## config.mk

```make
export PLATFORM = sky130hd
export DESIGN_NAME = tmds_encoder
export DESIGN_NICKNAME = d
export VERILOG_FILES = /design/src/rtl/tmds_pkg.sv /design/src/rtl/tmds_encoder_tm_choice.sv /design/src/rtl/tmds_encoder.sv
export SDC_FILE = /design/constraint.sdc
export NUM_CORES = 1
export LEC_CHECK = 0
export ABC_AREA = 1
export CAP_MARGIN = 15
export CORE_MARGIN = 10
export CORE_UTILIZATION = 55
export CTS_CLUSTER_DIAMETER = 150
export DETAILED_ROUTE_END_ITERATION = 8
export GPL_ROUTABILITY_DRIVEN = 0
export PLACE_DENSITY_LB_ADDON = 0.08
export SLEW_MARGIN = 0
export SYNTH_ARGS = -nofsm -noshare
export SYNTH_HDL_FRONTEND = slang
export SYNTH_SLANG_ARGS = --single-unit
```

## constraint.sdc

```tcl
create_clock -name i_clk -period 12.5 [get_ports i_clk]
set_clock_uncertainty 0.1 [all_clocks]
set_input_delay 2.5 -clock i_clk [delete_from_list [all_inputs] [get_ports i_clk]]
set_output_delay 2.5 -clock i_clk [all_outputs]
set_load 0.02 [all_outputs]
```

## src/rtl/tmds_pkg.sv

```systemverilog
// Shared constants and types for the TMDS channel encoder.
package tmds_pkg;

    localparam int unsigned DATA_W = 8;
    localparam int unsigned QM_W   = DATA_W + 1;
    localparam int unsigned SYM_W  = 10;
    localparam int unsigned CTRL_W = 2;

    localparam logic [SYM_W-1:0] CTRL_SYM_00 = 10'h354;
    localparam logic [SYM_W-1:0] CTRL_SYM_01 = 10'h0AB;
    localparam logic [SYM_W-1:0] CTRL_SYM_10 = 10'h154;
    localparam logic [SYM_W-1:0] CTRL_SYM_11 = 10'h2AB;

    // Running disparity and its widened form for intermediate sums.
    typedef logic signed [4:0] disp_t;
    typedef logic signed [5:0] disp_ext_t;

    // Population count of a data byte.
    function automatic logic [3:0] count_ones(input logic [DATA_W-1:0] v);
        logic [3:0] n;
        n = '0;
        for (int i = 0; i < int'(DATA_W); i++) begin
            n = n + 4'(v[i]);
        end
        return n;
    endfunction

    // Control period symbol lookup for {C1,C0}.
    function automatic logic [SYM_W-1:0] ctrl_symbol(input logic [CTRL_W-1:0] c);
        logic [SYM_W-1:0] s;
        case (c)
            2'b00:   s = CTRL_SYM_00;
            2'b01:   s = CTRL_SYM_01;
            2'b10:   s = CTRL_SYM_10;
            default: s = CTRL_SYM_11;
        endcase
        return s;
    endfunction

endpackage

```

## src/rtl/tmds_encoder_tm_choice.sv

```systemverilog
// Transition-minimisation: XOR or XNOR chain chosen by the byte's ones count.
module TM_Choice
    import tmds_pkg::*;
(
    input  logic [DATA_W-1:0] i_data,
    output logic [QM_W-1:0]   o_qm_c
);

    logic [3:0]        n1;
    logic              use_xnor;
    logic [QM_W-1:0]   qm;

    // Build the chained word; qm[8]=1 marks the XOR form.
    always_comb begin
        n1       = count_ones(i_data);
        use_xnor = (n1 > 4'd4) || ((n1 == 4'd4) && !i_data[0]);
        qm       = '0;
        qm[0]    = i_data[0];
        for (int i = 1; i < int'(DATA_W); i++) begin
            qm[i] = use_xnor ? ~(qm[i-1] ^ i_data[i]) : (qm[i-1] ^ i_data[i]);
        end
        qm[DATA_W] = ~use_xnor;
    end

    assign o_qm_c = qm;

endmodule

```

## src/rtl/tmds_encoder.sv

```systemverilog
// Two-stage TMDS channel encoder: transition minimisation, then DC balancing.
module tmds_encoder
    import tmds_pkg::*;
(
    input  logic               i_clk,
    input  logic               i_rst_n,
    input  logic               i_valid,
    input  logic               i_de,
    input  logic [DATA_W-1:0]  i_data,
    input  logic [CTRL_W-1:0]  i_ctrl,
    output logic               o_valid,
    output logic [SYM_W-1:0]   o_tmds
);

    logic [QM_W-1:0]   qm_c;

    logic              s1_valid_q, s1_valid_d;
    logic              s1_de_q,    s1_de_d;
    logic [CTRL_W-1:0] s1_ctrl_q,  s1_ctrl_d;
    logic [QM_W-1:0]   s1_qm_q,    s1_qm_d;

    logic              valid_q, valid_d;
    logic [SYM_W-1:0]  tmds_q,  tmds_d;
    disp_t             cnt_q,   cnt_d;

    logic [3:0]        n1;
    disp_ext_t         diff;
    disp_ext_t         cnt_x;
    disp_ext_t         sum;
    logic              qm8;
    logic [DATA_W-1:0] qm_lo;

    TM_Choice u_tm_choice (
        .i_data (i_data),
        .o_qm_c (qm_c)
    );

    // Stage 1 capture: every cycle, bubbles included.
    always_comb begin
        s1_valid_d = i_valid;
        s1_de_d    = i_de;
        s1_ctrl_d  = i_ctrl;
        s1_qm_d    = qm_c;
    end

    // Stage 1 registers.
    always_ff @(posedge i_clk or negedge i_rst_n) begin
        if (!i_rst_n) begin
            s1_valid_q <= 1'b0;
            s1_de_q    <= 1'b0;
            s1_ctrl_q  <= '0;
            s1_qm_q    <= '0;
        end else begin
            s1_valid_q <= s1_valid_d;
            s1_de_q    <= s1_de_d;
            s1_ctrl_q  <= s1_ctrl_d;
            s1_qm_q    <= s1_qm_d;
        end
    end

    // Stage 2 DC balance; bubbles hold symbol and disparity.
    always_comb begin
        valid_d = s1_valid_q;
        tmds_d  = tmds_q;
        cnt_d   = cnt_q;
        qm8     = s1_qm_q[DATA_W];
        qm_lo   = s1_qm_q[DATA_W-1:0];
        n1      = count_ones(qm_lo);
        diff    = $signed(6'({n1, 1'b0})) - 6'sd8;  // N1 - N0
        cnt_x   = disp_ext_t'(cnt_q);
        sum     = cnt_x;
        if (s1_valid_q) begin
            if (!s1_de_q) begin
                tmds_d = ctrl_symbol(s1_ctrl_q);
                cnt_d  = '0;
            end else begin
                if ((cnt_q == 5'sd0) || (diff == 6'sd0)) begin
                    tmds_d = {~qm8, qm8, (qm8 ? qm_lo : ~qm_lo)};
                    sum    = qm8 ? (cnt_x + diff) : (cnt_x - diff);
                end else if (((cnt_q > 5'sd0) && (diff > 6'sd0)) ||
                             ((cnt_q < 5'sd0) && (diff < 6'sd0))) begin
                    tmds_d = {1'b1, qm8, ~qm_lo};
                    sum    = cnt_x + (qm8 ? 6'sd2 : 6'sd0) - diff;
                end else begin
                    tmds_d = {1'b0, qm8, qm_lo};
                    sum    = cnt_x + diff - (qm8 ? 6'sd0 : 6'sd2);
                end
                cnt_d = disp_t'(sum);
            end
        end
    end

    // Stage 2 registers.
    always_ff @(posedge i_clk or negedge i_rst_n) begin
        if (!i_rst_n) begin
            valid_q <= 1'b0;
            tmds_q  <= '0;
            cnt_q   <= '0;
        end else begin
            valid_q <= valid_d;
            tmds_q  <= tmds_d;
            cnt_q   <= cnt_d;
        end
    end

    assign o_valid = valid_q;
    assign o_tmds  = tmds_q;

endmodule

```

# Word level (Yosys, flattened, before mapping)
# Index checks and enable logic that the tools add are counted.
[classes]
n_addsub = 20
order_cmp = 5
n_eq_ne = 3
mux = 18
n_bitwise = 17
n_reduce_logical = 10
[op_table]
columns = ["op", "n"]
rows = [
  ["$add A4 B1 Y4", 10],
  ["$mux W10", 3],
  ["$pmux W10 S3", 1],
  ["$mux W5", 4],
  ["$sub A5 B5 Y5", 2],
  ["$not A1 Y1", 9],
  ["$mux W8", 1],
  ["$not A8 Y8", 1],
  ["$mux W1", 7],
  ["$xor A1 B1 Y1", 7],
  ["$gt A6 B1 Y1 const B", 1],
  ["$logic_not A6 Y1", 1],
  ["$lt A6 B1 Y1 const B", 1],
  ["$sub A5 B4 Y6 const B", 1],
  ["$add A5 B3 Y5", 1],
  ["$add A5 B5 Y5", 1],
  ["$gt A5 B1 Y1 const B", 1],
  ["$logic_not A5 Y1", 1],
  ["$lt A5 B1 Y1 const B", 1],
  ["$sub A5 B3 Y5", 1],
  ["$add A1 B1 Y2", 2],
  ["$add A3 B1 Y4", 1],
  ["$eq A4 B3 Y1 const B", 1],
  ["$gt A4 B3 Y1 const B", 1],
  ["other kinds (8)", 13],
]
[totals]
reg_bits = 29
out_inout_bits = 11
word_cells = 80

# Depth between registers and ports, before layout
[depth]
depth_word = 29
ltp_mapped = 22
mapped_depth_nobuf = 22

# Cells and area by module
# From an unflattened synthesis, not the netlist that was laid out.
[unflattened]
hier_cells = 304
area_unflattened_um2 = 2391.0
[modules_own_cells]
columns = ["mod", "instances", "cells_per_inst", "area_each_um2", "seq_area_each_um2"]
rows = [
  ["tmds_encoder", 1, 229, 1928.1, 700.7],
  ["TM_Choice", 1, 75, 462.9, 0.0],
]

# Worst setup path after synthesis
# Ideal clock, no wire load.
[synth_timing]
path_kind = "input -> register"
start = "input port i_data[0]"
end = "register s1_qm_q[7]"
setup_time_ns = 0.131
arrival_time_ns = 5.268
setup_slack_ns = 7.001
stages = 13
path_buffers = 0
path_cell_list = "ha_1 > inv_1 > fa_1 > fa_1 > inv_1 > fa_1 > fa_1 > nor2_1 > nand2_1 > nand2_1 > nand2_1 > xor2_1 > xor2_1"
[synth_via]
elab_chain_cells = 29
[synth_rtl]
columns = ["element", "line_no", "text"]
rows = [
  ["start: declaration", "tmds_encoder.sv:9", "input logic [DATA_W-1:0] i_data,"],
  ["parallel branches: the longest is 28 deep, another holds $add A4 B1 Y4", "-", ""],
  ["$mux W1 *", "tmds_encoder_tm_choice.sv:20", "qm[i] = use_xnor ? ~(qm[i-1] ^ i_data[i]) : (qm[i-1] ^ i_data[i]);"],
  ["net qm_c[7]", "tmds_encoder.sv:15", "logic [QM_W-1:0] qm_c;"],
  ["end signal: assignment", "tmds_encoder.sv:57", "s1_qm_q <= s1_qm_d;"],
  ["end: declaration", "tmds_encoder.sv:20", "logic [QM_W-1:0] s1_qm_q, s1_qm_d;"],
]
# Mark *: on every way through the listed nets, which the timed path passes.
# A chain may end at the register's enable or synchronous reset.

# Worst setup path after layout
# Same ends and word-level chain as after synthesis.

==> impl_metrics.env <==
export IMPL_status="finished clean"
export IMPL_syn_num_nets=311
export IMPL_area_growth_pct=15.8
export IMPL_io_pins=25
export IMPL_dp_slack_ns=6.29
export IMPL_clk_latency_ns=0.27
export IMPL_drcViolationCount=0
export IMPL_synth_area_leader_cell="dfrtp_1"
export IMPL_layout_commonest_cell="nand2_1"
export IMPL_holdBufCountCts=0
export IMPL_cp_required_ns=12.55
export IMPL_synthCells=261
export IMPL_crit_type="input port to flip-flop"
export IMPL_clock_path_buffers=2
export IMPL_maxCapViolCount=0
export IMPL_crit_fanout=4
export IMPL_syn_area_per_cell_um2=8.44
export IMPL_hold_path_class="flip-flop to flip-flop"
export IMPL_cts_resized=0
export IMPL_start_kind="input port"
export IMPL_crit_chain="clkdlybuf4s50_1, ha_1, inv_1, fa_1, fa_1, inv_1, fa_1, fa_1, nor2_1, nand2_1, nand2_1, nand2_1, xor2_1, xor2_1"
export IMPL_grt_pass1_vias=1774
export IMPL_synthTopCellsByArea="dfrtp_1 (32%), ha_1 (13%), fa_1 (12%)"
export IMPL_dr_pass1_iters=4
export IMPL_grt_overflow=0
export IMPL_rsz0062_at_grt="no"
export IMPL_endpoint_kind="flip-flop"
export IMPL_num_vias=1733
export IMPL_synth_top_cell_area_share=0.318
export IMPL_antenna_found_initial=0
export IMPL_track_usage=0.136
export IMPL_core_area_mm2=0.00377
export IMPL_hold_viol_final=0
export IMPL_root_buffer="clkbuf_8"
export IMPL_drtIter0Drc=104
export IMPL_final_nets=338
export IMPL_routed_via_density=5.17
export IMPL_critPathMaxStageDelay_ns=0.49
export IMPL_layout_setup_ws_ns=6.62
export IMPL_synth_warnings=0
export IMPL_slew_violations=0
export IMPL_fill_cells=336
export IMPL_dieArea_mm2=0.00693
export IMPL_cpMostUsedCell="fa_1"
export IMPL_final_cell_mix="nand2_1 (52), inv_1 (37), dfrtp_1 (28), nand3_1 (24), clkdlybuf4s50_1 (24)"
export IMPL_max_slew_margin=0.533
export IMPL_cts_max_level=1
export IMPL_worstPathArrival_ns=5.93
export IMPL_routedWlPerCell_um=13.8
export IMPL_grt_pass1_wl_mm=8.07
export IMPL_dp_hpwl_mm=3.79
export IMPL_cp_slowest_cell="fa_1"
export IMPL_fin_util=0.676
export IMPL_cts_buffers=3
export IMPL_start_util=0.584
export IMPL_antenna_cells=0
export IMPL_chipWidth_um=83.3
export IMPL_die_height_um=83.3
export IMPL_syn_cell_area_mm2=0.00220
export IMPL_fmax_ghz=0.170
export IMPL_synthDistinctLibCells=24
export IMPL_drive_above_1_share=0.0592
export IMPL_io_buffers=24
export IMPL_clkTransAtPathRegs_ns=0.09
export IMPL_ys_ff_latch=28
export IMPL_tns_ns=0
export IMPL_tightest_slew_ns=0.695
export IMPL_cts_setup_buffers=0
export IMPL_ant_nets=0
export IMPL_finalSetupViolCount=0
export IMPL_cts_sinks=28
export IMPL_finalWirelength_mm=4.61
export IMPL_cts_tree="done"
export IMPL_fp_row_count=22
export IMPL_grt_start_max_net_pins=29
export IMPL_synth_seq_area_share=0.318
export IMPL_period_share=0.471
export IMPL_period_minus_slack_ns=5.88
sequential cells by signal (all words and copies together) (netlist names):
| name | count |
|---|---|
| s1_ctrl_q | 2 |
| s1_qm_q | 9 |
| o_tmds | 10 |
| cnt_q | 4 |
| s1_de_q | 1 |
| o_valid | 1 |
| s1_valid_q | 1 |
worst max-delay path, delay by kind of cell:
family | cells | cell delay, ns
buf+inv | 3 | 0.60
fa+ha+maj | 5 | 2.10
xor+xnor | 2 | 0.36
simple gates | 4 | 0.35
layer usage:
metal  up-vias  GRT usage  part of all wire
met5         -          0                 0
met4         0     0.0292            0.0065
met3         4     0.0400             0.044
met2        32      0.238              0.51
met1       823      0.157              0.44
li1        874          -                 -
final cells by class:
| type | count | area, um2 | share of cell area |
|---|---|---|---|
| Multi-Input combinational cell | 186 | 1320 | 0.518 |
| Sequential cell | 28 | 701 | 0.275 |
| Timing Repair Buffer | 25 | 248 | 0.0972 |
| Inverter | 44 | 165 | 0.0648 |
| Tap cell | 48 | 60.1 | 0.0236 |
| Clock buffer | 4 | 55.1 | 0.0216 |
stage by stage:
step           hold WS, ns  std cells  cell area [um2]
4_1_cts              0.405        335             2550
3_5_place_dp         0.382        331             2490
6_report             0.403        335             2550
3_3_place_gp         0.379        331             2490
5_1_grt              0.465        335             2550
2_1_floorplan        0.312        261             2200
path summary, 6_finish.rpt:
path                                 start         end  slack (ns)  depth (start not counted)
worst max register to register  s1_qm_q[0]    cnt_q[4]        8.01                         20
worst min-delay path             o_tmds[9]   o_tmds[9]        0.40                          2
worst min register to register   o_tmds[9]   o_tmds[9]        0.40                          2
max in group asynchronous          i_rst_n  s1_qm_q[8]        9.52                          2
min in group asynchronous          i_rst_n    cnt_q[2]        2.50                          2
worst max-delay path             i_data[0]  s1_qm_q[7]        6.62                         14
synth_stat cells:
cell type / instances
nand3_1: 24
ha_1: 23
nand4_1: 1
nand2_1: 52
dfrtp_1: 28
o211ai_1: 2
nand3b_1: 6
or2_1: 2
fa_1: 13
o31ai_1: 2
nor2_1: 17
o21ai_0: 2
buf_4: 1
nand2_4: 2
a21oi_1: 15
o21ai_1: 7
nand2_2: 2
clkbuf_1: 2
inv_1: 37
xor2_1: 13
o22ai_1: 1
xor2_2: 1
inv_2: 7
xnor2_1: 1
logic make-up (layout without fill, tap and decap cells):
| group | after synthesis | in the layout | share of synthesized area |
|---|---|---|---|
| compound gates | 29 | 29 | 0.0710 |
| fa+ha+maj | 36 | 36 | 0.249 |
| xor+xnor | 15 | 15 | 0.0631 |
| buf+inv | 47 | 73 | 0.0818 |
| flops | 28 | 28 | 0.318 |
| simple gates | 106 | 106 | 0.217 |
Power is left out: the tool's default activity adds up to more than one toggle a clock period on the data nets, which glitch-free logic cannot reach.
==> variant 1 (same settings) <==
Put one more register stage on the output `o_tmds`, with the module's reset. The value now appears one clock later. The other outputs are not delayed to match.
--- a/src/rtl/tmds_encoder.sv
+++ b/src/rtl/tmds_encoder.sv
@@ -106,3 +106,9 @@
     assign o_valid = valid_q;
-    assign o_tmds  = tmds_q;
+    always_ff @(posedge i_clk or negedge i_rst_n) begin
+        if (!i_rst_n) begin
+            o_tmds <= '0;
+        end else begin
+            o_tmds <= tmds_q;
+        end
+    end
 
Function: changed (a bounded check fails within 4 cycles, from zero or initial values and one cycle with i_rst_n low).
==> variant 1 against the original RTL <==
Sequential cell count is 10 higher. Synthesized area is 12% higher. Wire length is 1.4% higher. Non-clock buffer count is 1 lower. Setup slack worse by 0.061 ns. Design area is 12% higher. Critical path type unchanged.
Power is left out: the tool's default activity adds up to more than one toggle a clock period on the data nets, which glitch-free logic cannot reach.
==> variant 1: results (changes against the original RTL) <==
stage,metric,value,unit,change
clock_network,cts_max_path_buffers,2,,unchanged
global_routing,grt_util_met3,3.00,%,-1.0 points
clock_network,cts_buffers,5,,+2
placed_design,placed_area,2750,sq um,+10%
status,status,finished clean,,
setup_path,path_delay_family,adder cells,,
yosys,synth_common_cells,"53 x nand2_1, 38 x dfrtp_1, 37 x inv_1, 25 x nand3_1, 23 x ha_1",,
setup_path,slowest_delay,0.50,ns,
finish,top_regs,"o_tmds x10, tmds_q x10, s1_qm_q x9",,
setup_path,cp_slowest_cell,fa_1,,
yosys,synthArstFlopShare,100,%,unchanged
global_routing,grt_use_total,12.8,%,-0.78 points
routing,drtIter0Drc,98,,-5.8%
clock_network,clock-root-buffer,clkbuf_8,,
clock_network,cts_resized,0,,unchanged
setup_path,crit_fanout,4,,unchanged
global_routing,grt_pass1_wl,7860,microns,-2.6%
yosys,synth_top_area_share,38.6,%,+6.8 points
yosys,syn_nets,323,,+3.9%
placed_design,port_buffers,24,,unchanged
yosys,yosys_warnings,0,,unchanged
yosys,yosysUniqueCellTypes,25,,+4.2%
global_routing,grt_antenna_before_repair,0,,unchanged
setup_path,arrival,6.05,ns,+0.12 ns
hold_path,hold_class,reg -> reg,,
sta,max-slew-margin-rel,43.6,%,-9.6 points
global_routing,grt_pass1_vias,1725,,-2.8%
finish,drive_gt1_share,5.96,%,+0.037 points
global_routing,grt_start_max_net_pins,39,,+34%
clock_network,clk_pin_slew,0.07,ns,-0.02 ns
finish,layout.nets,351,,+3.8%
placed_design,dp_hpwl,3640,microns,-3.9%
yosys,ys_seq_area_share,38.6,%,+6.8 points
routing,firstDrtPassIters,4,,unchanged
yosys,synth_ff_type,dfrtp_1,,
routing,drt_wl_total,4670,microns,+1.4%
clock_network,htreeDepth,2,,+1
global_routing,use_met1,17.0,%,+1.3 points
routing,vias,1818,,+4.9%
clock_network,clock_latency,0.29,ns,+0.02 ns
finish,antennaDiodeCount,0,,unchanged
global_routing,grtUsageMet2,20.2,%,-3.6 points
die,fp.dieW,86.9,microns,+4.4%
yosys,synthTopCellsByArea,"dfrtp_1 39%, ha_1 12%, fa_1 11%, nand2_1 8.1%, inv_1 5.6%",,
clock_network,cts_setup_buffers,0,,unchanged
variant 1: cells by family (layout without fill, tap and decap cells):
group	Yosys count	in the layout	synth area share (%)
simple gates	107	107	19.4
buf+inv	47	76	7.47
flops	38	38	38.6
fa+ha+maj	36	36	22.2
compound gates	29	29	6.35
xor+xnor	16	16	5.99
variant 1: worst paths after layout:
kind | start | cells after the start | slack [ns] | to
worst min-delay path | tmds_q[0]$_DFFE_PN0P_ | 0 | 0.28 | o_tmds[0]$_DFF_PN0_
worst min register to register | tmds_q[0]$_DFFE_PN0P_ | 0 | 0.28 | o_tmds[0]$_DFF_PN0_
min in group asynchronous | i_rst_n | 1 | 2.21 | s1_valid_q$_DFF_PN0_
worst max register to register | s1_qm_q[0]$_DFF_PN0_ | 19 | 7.93 | cnt_q[4]$_DFFE_PN0P_
worst max-delay path | i_data[0] | 14 | 6.55 | s1_qm_q[5]$_DFF_PN0_
max in group asynchronous | i_rst_n | 1 | 9.55 | s1_qm_q[4]$_DFF_PN0_
variant 1: metal layers:
metal	up-vias	part of all wire (%)
met3	8	5.6
met1	862	46
met2	35	47
met5	-	0
met4	0	1.2
li1	913	-
variant 1: stage by stage:
step                worst slack (ns)  instances
floorplan                       7.01        273
global placement                6.42        346
detailed placement              6.31        346
CTS                             6.54        354
global route                    6.45        354
finish                          6.55        354
variant 1: layout make-up:
class,count,area (sq um)
Fill cell,369,1500
Multi-Input combinational cell,188,1330
Sequential cell,38,951
Timing Repair Buffer,24,235
Inverter,44,165
Clock buffer,7,76.3
Tap cell,52,65.1
Clock inverter,1,30.0
==> variant 2 (same flow settings) <==
Made on the original files. Set the package constant `CTRL_W` to 4 (it was 2).
--- a/src/rtl/tmds_pkg.sv
+++ b/src/rtl/tmds_pkg.sv
@@ -6,3 +6,3 @@
     localparam int unsigned SYM_W  = 10;
-    localparam int unsigned CTRL_W = 2;
+    localparam int unsigned CTRL_W = 4;
 
Interface: changed (resized i_ctrl); port bits go from 25 to 27. The function was not compared with the original's and may differ.
==> variant 2 against the original RTL <==
Global-route usage is 0.60 points higher. Sequential cell count is 2 higher. First-iteration DRC count is 23% higher. Design area is 5.0% higher. Count of clock-buffer cells in the layout is 3 higher. Fmax is 0.81% lower. Setup slack worse by 0.048 ns. Wire length is 1.2% higher. Critical path depth is 1 higher. Synthesized area is 3.5% higher. Largest cell class unchanged. Highest routed layer unchanged.
Power is not shown: default switching activity piles up to over one toggle a cycle in this logic, so the estimate is an artifact.
==> variant 2: results (changes against the original RTL) <==
stage,metric,value,unit,change
global_routing,grt_pass1_vias,1862,,+5.0%
placed_design,port_buffers,26,,+8.3%
routing,avgRoutedWirePerCell,13.1,microns,-4.7%
yosys,synth_common_cells,"62 x nand2_1, 44 x inv_1, 30 x dfrtp_1, 26 x nand3_1, 19 x ha_1",,
clock_network,htreeDepth,2,,+1
yosys,synth_adder_area_share,21.9,%,-3.0 points
clock_network,clock-root-buffer,clkbuf_8,,
finish,layout.nets,353,,+4.4%
routing,vias,1806,,+4.2%
finish,drive_gt1_share,6.54,%,+0.61 points
hold_path,hold_class,reg -> reg,,
sta,worst-slew-pin-transition,0.529,ns,-0.166 ns
yosys,synth-compound-area-share,6.64,%,-0.46 points
finish,fillers,361,,+7.4%
clock_network,clk_pin_slew,0.06,ns,-0.03 ns
placed_design,dp_hpwl,3880,microns,+2.2%
global_routing,grt_util_met3,4.15,%,+0.15 points
finish,antennaDiodeCount,0,,unchanged
global_routing,grtUsageMet2,23.3,%,-0.51 points
global_routing,grt_use_total,14.1,%,+0.60 points
setup_path,crit_fanout,5,,+1
finish,largest_reg_flops,10,,unchanged
yosys,syn_nets,323,,+3.9%
yosys,yosys.area_share.xor_xnor,6.04,%,-0.27 points
global_routing,use_met1,17.6,%,+1.9 points
global_routing,grt_start_max_net_pins,31,,+6.9%
routing,drtIter0Drc,128,,+23%
yosys,synthTopCellsByArea,"dfrtp_1 33%, fa_1 11%, ha_1 10%, nand2_1 10%, inv_1 7.2%",,
placed_design,placed_area,2590,sq um,+3.7%
clock_network,cts_buffers,5,,+2
yosys,ys_seq_area_share,32.9,%,+1.1 points
yosys,yosysUniqueCellTypes,25,,+4.2%
setup_path,arrival,5.99,ns,+0.06 ns
global_routing,grt_pass1_wl,8460,microns,+4.9%
status,status,finished clean,,
-- variant 2: path summary, 6_finish.rpt --
path / from / to / slack [ns] / depth (start not counted)
worst max register to register: s1_qm_q[0]$_DFF_PN0_ / cnt_q[4]$_DFFE_PN0P_ / 7.88 / 19
max in group asynchronous: i_rst_n / s1_qm_q[7]$_DFF_PN0_ / 9.52 / 2
worst min-delay path: o_tmds[8]$_DFFE_PN0P_ / o_tmds[8]$_DFFE_PN0P_ / 0.39 / 2
worst max-delay path: i_data[0] / s1_qm_q[7]$_DFF_PN0_ / 6.57 / 15
worst min register to register: o_tmds[8]$_DFFE_PN0P_ / o_tmds[8]$_DFFE_PN0P_ / 0.39 / 2
min in group asynchronous: i_rst_n / s1_ctrl_q[3]$_DFF_PN0_ / 2.50 / 2
-- variant 2: layout make-up --
cell class                 count  share of cell area (%)
inverter                      45                    6.31
timing repair buffer          27                    10.0
clock buffer                   7                    3.22
sequential                    30                    28.0
clock inverter                 1                   0.187
multi-input combinational    196                    49.9
tap                           50                    2.34
-- variant 2: kinds of logic after synthesis --
family / count (synthesis)
compound gates: 29
buf+inv: 49
simple gates: 121
fa+ha+maj: 32
flops: 30
xor+xnor: 14
-- variant 2: worst max-delay path, delay by kind of cell --
kind                     cells  cell delay [ns]
XOR/XNOR                     1             0.21
adder cells (fa/ha/maj)      5             2.22
AND/OR/NAND/NOR              6             0.51
buffers and inverters        3             0.56
-- variant 2: per-stage QoR --
step	instances	utilization (%)	setup WS (ns)
floorplan	275	-	6.96
detailed placement	348	64.7	6.27
global placement	348	64.7	6.37
global route	356	66.9	6.43
finish	356	66.9	6.57
CTS	356	66.9	6.55
-- variant 2: per-layer routing --
metal | share of wire, % | up-vias | routed length, microns
met5 | 0 | - | 0
met1 | 44 | 859 | 2070
li1 | - | 918 | -
met3 | 3.8 | 4 | 178
met4 | 0.90 | 0 | 42
met2 | 51 | 25 | 2370
